<file path="config.mk">
export PLATFORM = sky130hd
export DESIGN_NAME = regfile_scoreboard
export DESIGN_NICKNAME = d
export VERILOG_FILES = /design/src/rtl/regfile_pkg.sv /design/src/rtl/regfile_read_port.sv /design/src/rtl/regfile_scoreboard.sv
export SDC_FILE = /design/constraint.sdc
export NUM_CORES = 1
export LEC_CHECK = 0
export ABC_AREA = 0
export CAP_MARGIN = 0
export CORE_MARGIN = 2
export CORE_UTILIZATION = 25
export DETAILED_ROUTE_END_ITERATION = 10
export GPL_TIMING_DRIVEN = 0
export PLACE_DENSITY = 0.51
export RECOVER_POWER = 50
export SLEW_MARGIN = 20
export SYNTH_ARGS = -nofsm -noshare
export SYNTH_HDL_FRONTEND = slang
export SYNTH_SLANG_ARGS = --single-unit
</file>
<file path="constraint.sdc">
create_clock -name clk -period 4.2 [get_ports clk]
set_clock_uncertainty 0.05 [all_clocks]
set_input_delay 1.26 -clock clk [delete_from_list [all_inputs] [get_ports clk]]
set_output_delay 1.26 -clock clk [all_outputs]
set_load 0.005 [all_outputs]
</file>
<file path="src/rtl/regfile_pkg.sv">
// Shared constants for the register file with pending-write scoreboard.
// Optional feature macro used by importers: REGFILE_BYPASS_EN (write-to-read forwarding).
package regfile_pkg;

   localparam int unsigned DEF_DATA_W   = 8;
   localparam int unsigned DEF_ADDR_W   = 5;
   localparam int unsigned DEF_NUM_RD   = 2;
   localparam int unsigned DEF_ZERO_REG = 1;
   localparam int unsigned ZERO_ADDR    = 0;

endpackage

</file>
<file path="src/rtl/regfile_read_port.sv">
// One combinational read port: array select, pending lookup, zero-register
// masking and, when REGFILE_BYPASS_EN is defined, same-cycle write forwarding.
// Ports:
//   raddr        read address
//   mem          whole storage array (packed, entry i at mem[i])
//   pending      pending bit per register
//   write_enable, rd, write_data, issue_valid, issue_rd
//                writeback/issue inputs, present only with REGFILE_BYPASS_EN
//   read_data    selected data
//   read_pending selected register has an outstanding producer
module regfile_read_port
   import regfile_pkg::*;
#(
   parameter int unsigned DATA_W   = DEF_DATA_W,
   parameter int unsigned ADDR_W   = DEF_ADDR_W,
   parameter int unsigned ZERO_REG = DEF_ZERO_REG,
   localparam int unsigned DEPTH   = 2 ** ADDR_W
) (
   input  logic [ADDR_W-1:0]             raddr,
   input  logic [DEPTH-1:0][DATA_W-1:0]  mem,
   input  logic [DEPTH-1:0]              pending,
`ifdef REGFILE_BYPASS_EN
   input  logic                          write_enable,
   input  logic [ADDR_W-1:0]             rd,
   input  logic [DATA_W-1:0]             write_data,
   input  logic                          issue_valid,
   input  logic [ADDR_W-1:0]             issue_rd,
`endif
   output logic [DATA_W-1:0]             read_data,
   output logic                          read_pending
);

   logic is_zero;

   assign is_zero = (ZERO_REG != 0) && (raddr == ADDR_W'(ZERO_ADDR));

   // Array lookup, optional forwarding, then zero-register masking last so it always wins.
   always_comb begin
      read_data    = mem[raddr];
      read_pending = pending[raddr];
`ifdef REGFILE_BYPASS_EN
      // A write landing this edge clears pending unless a new producer claims it on the same edge.
      if (write_enable && (rd == raddr)) begin
         read_data    = write_data;
         read_pending = issue_valid && (issue_rd == raddr);
      end
`endif
      if (is_zero) begin
         read_data    = '0;
         read_pending = 1'b0;
      end
   end

endmodule

</file>
<file path="src/rtl/regfile_scoreboard.sv">
// Parametrised register file with a per-register pending-write scoreboard.
// Optional feature: define REGFILE_BYPASS_EN for same-cycle write-to-read forwarding.
// Ports:
//   clk, reset       clock and synchronous active-high reset
//   write_enable, rd, write_data   writeback commit
//   issue_valid, issue_rd          mark a register as awaiting a producer
//   raddr            NUM_RD packed read addresses
//   read_data        NUM_RD packed read data (combinational)
//   read_pending     per-port pending flag (combinational)
//   any_pending      OR of all pending bits
module regfile_scoreboard
   import regfile_pkg::*;
#(
   parameter int unsigned DATA_W   = DEF_DATA_W,
   parameter int unsigned ADDR_W   = DEF_ADDR_W,
   parameter int unsigned NUM_RD   = DEF_NUM_RD,
   parameter int unsigned ZERO_REG = DEF_ZERO_REG
) (
   input  logic                       clk,
   input  logic                       reset,
   input  logic                       write_enable,
   input  logic [ADDR_W-1:0]          rd,
   input  logic [DATA_W-1:0]          write_data,
   input  logic                       issue_valid,
   input  logic [ADDR_W-1:0]          issue_rd,
   input  logic [NUM_RD*ADDR_W-1:0]   raddr,
   output logic [NUM_RD*DATA_W-1:0]   read_data,
   output logic [NUM_RD-1:0]          read_pending,
   output logic                       any_pending
);

   localparam int unsigned DEPTH = 2 ** ADDR_W;

   logic [DEPTH-1:0][DATA_W-1:0] mem;
   logic [DEPTH-1:0]             pending;
   logic                         wr_drop;
   logic                         iss_drop;

   assign wr_drop  = (ZERO_REG != 0) && (rd == ADDR_W'(ZERO_ADDR));
   assign iss_drop = (ZERO_REG != 0) && (issue_rd == ADDR_W'(ZERO_ADDR));

   // Storage and scoreboard; the issue update comes last so a same-edge issue beats the write's clear.
   always_ff @(posedge clk) begin
      if (reset) begin
         mem     <= '0;
         pending <= '0;
      end else begin
         if (write_enable && !wr_drop) begin
            mem[rd]     <= write_data;
            pending[rd] <= 1'b0;
         end
         if (issue_valid && !iss_drop) begin
            pending[issue_rd] <= 1'b1;
         end
      end
   end

   assign any_pending = |pending;

   // One read port per slice of the packed address/data buses.
   for (genvar i = 0; i < int'(NUM_RD); i++) begin : g_rd
      regfile_read_port #(
         .DATA_W   (DATA_W),
         .ADDR_W   (ADDR_W),
         .ZERO_REG (ZERO_REG)
      ) u_read_port (
         .raddr        (raddr[i*ADDR_W +: ADDR_W]),
         .mem          (mem),
         .pending      (pending),
`ifdef REGFILE_BYPASS_EN
         .write_enable (write_enable),
         .rd           (rd),
         .write_data   (write_data),
         .issue_valid  (issue_valid),
         .issue_rd     (issue_rd),
`endif
         .read_data    (read_data[i*DATA_W +: DATA_W]),
         .read_pending (read_pending[i])
      );
   end

endmodule

</file>
==> impl_metrics.yaml <==
cts:
  cts_tree: "yes"
  clk_pin_slew_worst_paths_ns: 0.05
  cts_buffers: 34
  cts_root_buffer: "clkbuf_16"
  clockBufferDepth: 3
  ctsHoldBuffers: 0
  insertion_delay_ns: 0.55
  cts.sinks: 288
  h-tree-depth: 2
synthesis:
  seq_area_frac_synth_pct: 37.0
  syn-num-nets: 1718
  synthArstFlopShare_pct: 0
  synth_top_area_cell: "dfxtp_1"
  synth.top_cells.by_count: "dfxtp_1, nand2_1, a21oi_1"
  synth_top_cell_area_share_pct: 37.0
  yosysWarnings: 0
  ys_ff_latch: 288
  syn_area_um2: 15600
  synth.most_common_cell: "dfxtp_1"
  synth.distinct_cells: 44
  ys.flop_type: "dfxtp_1"
  synth_edf_count: 0
  syn_inst: 1686
  synth_area_leaders: "dfxtp_1, mux4_2, a21oi_1"
  avgSynthCellArea_um2: 9.23
critical_path:
  crit_family: "buffers and inverters"
  start_kind: "primary input"
  cp.required_ns: 2.89
  path_buf_inv: 5
  worstSetupPathType: "in -> out"
  critical_path.slowest_cell: "a221o_1"
  r2r_slack_ns: 3.33
  worstPathArrival_ns: 3.00
  cp_common_cell: "buf_12"
  path_cells: "buf_12, buf_12, buf_16, buf_8, mux4_2, mux2i_4, a221o_1, a31oi_4, buf_2"
  critPathCaptureType: "output port"
  crit_path_max_fanout: 6
  slowest_delay_ns: 0.42
global_route:
  track_usage_pct: 22.2
  grt_overflow_total: 0
  antenna_found_initial: 2
  grt_pass1_vias: 14400
  gr-usage-met2_pct: 32.8
  grt_use_met1_pct: 30.0
  grt_first_pass_wirelength_um: 103000
  top_usage_layer: "met2"
  gr-usage-met3_pct: 4.47
  grt_max_degree: 14
floorplan:
  start_util_pct: 25.3
  die_area_um2: 64300
  dieHeight_um: 254
  num_io_pins: 51
  core_area_um2: 61600
  num_rows: 91
  die_width_um: 254
place:
  placedCellCount: 2569
  dp_hpwl_um: 50600
  gp_congestion: 0.927
  io_buffer_count: 46
timing:
  whs_ns: 0.414
  period_share_pct: 103
  slew_headroom_pct: 18.6
  setup_ws_ns: -0.110
  finalHoldViolCount: 0
  grt_setup_unrepaired: "true"
  tightest_slew_ns: 1.22
  max_freq_mhz: 232
  setup-violations-final: 10
  maxSlewViolCount: 0
  finalCriticalPeriod_ns: 4.31
route:
  num_vias: 15235
  drtIter0Drc: 1986
  dr.pass1.iters: 6
  via_per_inst: 5.69
  avgRoutedWirePerCell_um: 26.9
  postRouteAntennaNets: 0
  drt-total-wl_um: 72100
  drc: 0
power_and_ir_drop:
  ir_drop_mv: 0.192
  power.density_nw_per_um2: 354
  p_leak_nw: 6.82
run_status:
  status: "finished, violations left"
  violations: "setup timing"
layout:
  final_cells: 2678
  drive_gt1_share_pct: 23.1
  fin_util_pct: 32.2
  fin_nets: 1848
  area_delta_synth_final_pct: 27.3
  antenna_cells: 0
flow_run:
  maxCapViolCount: 0
hold_path:
  hp-class: "reg -> reg"
## metrics by stage
step                instance area, um2  power [mW]  worst slack [ns]  setup TNS [ns]
floorplan                        15600        3.23             0.361               0
global placement                 17100        3.60             -1.62          -27.12
detailed placement               17100        3.60             -1.59          -26.20
CTS                              19800        6.98           -0.0767          -0.361
global route                     19800        7.15            -0.108          -0.616
finish                           19800        7.01            -0.110          -0.540
## worst paths after layout
kind,to,start,depth (start not counted)
worst max-delay path,read_data[14],raddr[5],9
worst min-delay path,mem[154],mem[154],2
worst max register to register,pending[25],pending[25],2
worst min register to register,mem[154],mem[154],2
## report_power, final
part	internal (mW)	leakage [nW]	switching [mW]	total, mW
Sequential	2.75	2.32	0.0186	2.77
Combinational	0.345	3.90	0.603	0.948
Clock	2.03	0.598	1.26	3.29
Total	5.12	6.82	1.88	7.01
## timing repair
action	CTS	global route
pin swaps	40	9
setup endpoints to repair	18	16
cloned	2	0
setup buffers	50	2
resized for setup	307	24
## layout make-up
type,count,area (um2)
Tap cell,837,1050
Fill cell,6291,41800
Multi-Input combinational cell,1230,9590
Timing Repair Buffer,99,1020
Clock buffer,55,1090
Sequential cell,288,5770
Buffer,163,1170
Clock inverter,6,133
## worst register-to-register path: cells and delay by family (launching register included)
kind	cells	cell delay [ns]
AOI/OAI and AO/OA	2	0.31
DFF	1	0.44
## cells by family (layout without fill, tap and decap cells)
kind of cell           Yosys count  in the layout  share of synthesized area [%]
multiplexers                   255            255                           25.5
buffers and inverters          168            323                           5.63
AO/OA/AOI/OAI                  417            417                           15.2
flip-flops                     288            288                           37.0
AND/OR/NAND/NOR                558            558                           16.6
## cell usage in the layout, fill, tap and decap left out, drive strengths merged, types with 3 or more instances in the layout
master / netlist / routed
nor4bb: 3 / 3
bufinv: 0 / 4
o21a: 12 / 12
nor2: 99 / 99
nand2: 242 / 242
a221oi: 12 / 12
a22oi: 22 / 22
clkdlybuf4s50: 0 / 17
nor4: 10 / 10
mux4: 108 / 108
mux2i: 93 / 93
a211oi: 24 / 24
nor2b: 39 / 39
o21ai: 93 / 93
buf: 86 / 144
or4: 6 / 6
dlygate4sd3: 0 / 3
nand4: 3 / 3
a221o: 6 / 6
nand2b: 9 / 9
mux2: 54 / 54
a21oi: 212 / 212
o31ai: 12 / 12
or2: 3 / 3
dfxtp: 288 / 288
clkbuf: 82 / 149
o22ai: 18 / 18
clkdlybuf4s15: 0 / 3
a31oi: 6 / 6
nand3: 132 / 132
## sequential cells by signal, summed over array words and instances, names as in the netlist
name     count
mem        256
pending     32
## metal layers
metal	part of all wire, %	routed length, um
met5	0	0
met4	6.4	4600
met2	42	30600
met1	40	29100
met3	11	7730
(Power assumes the default switching activity.)
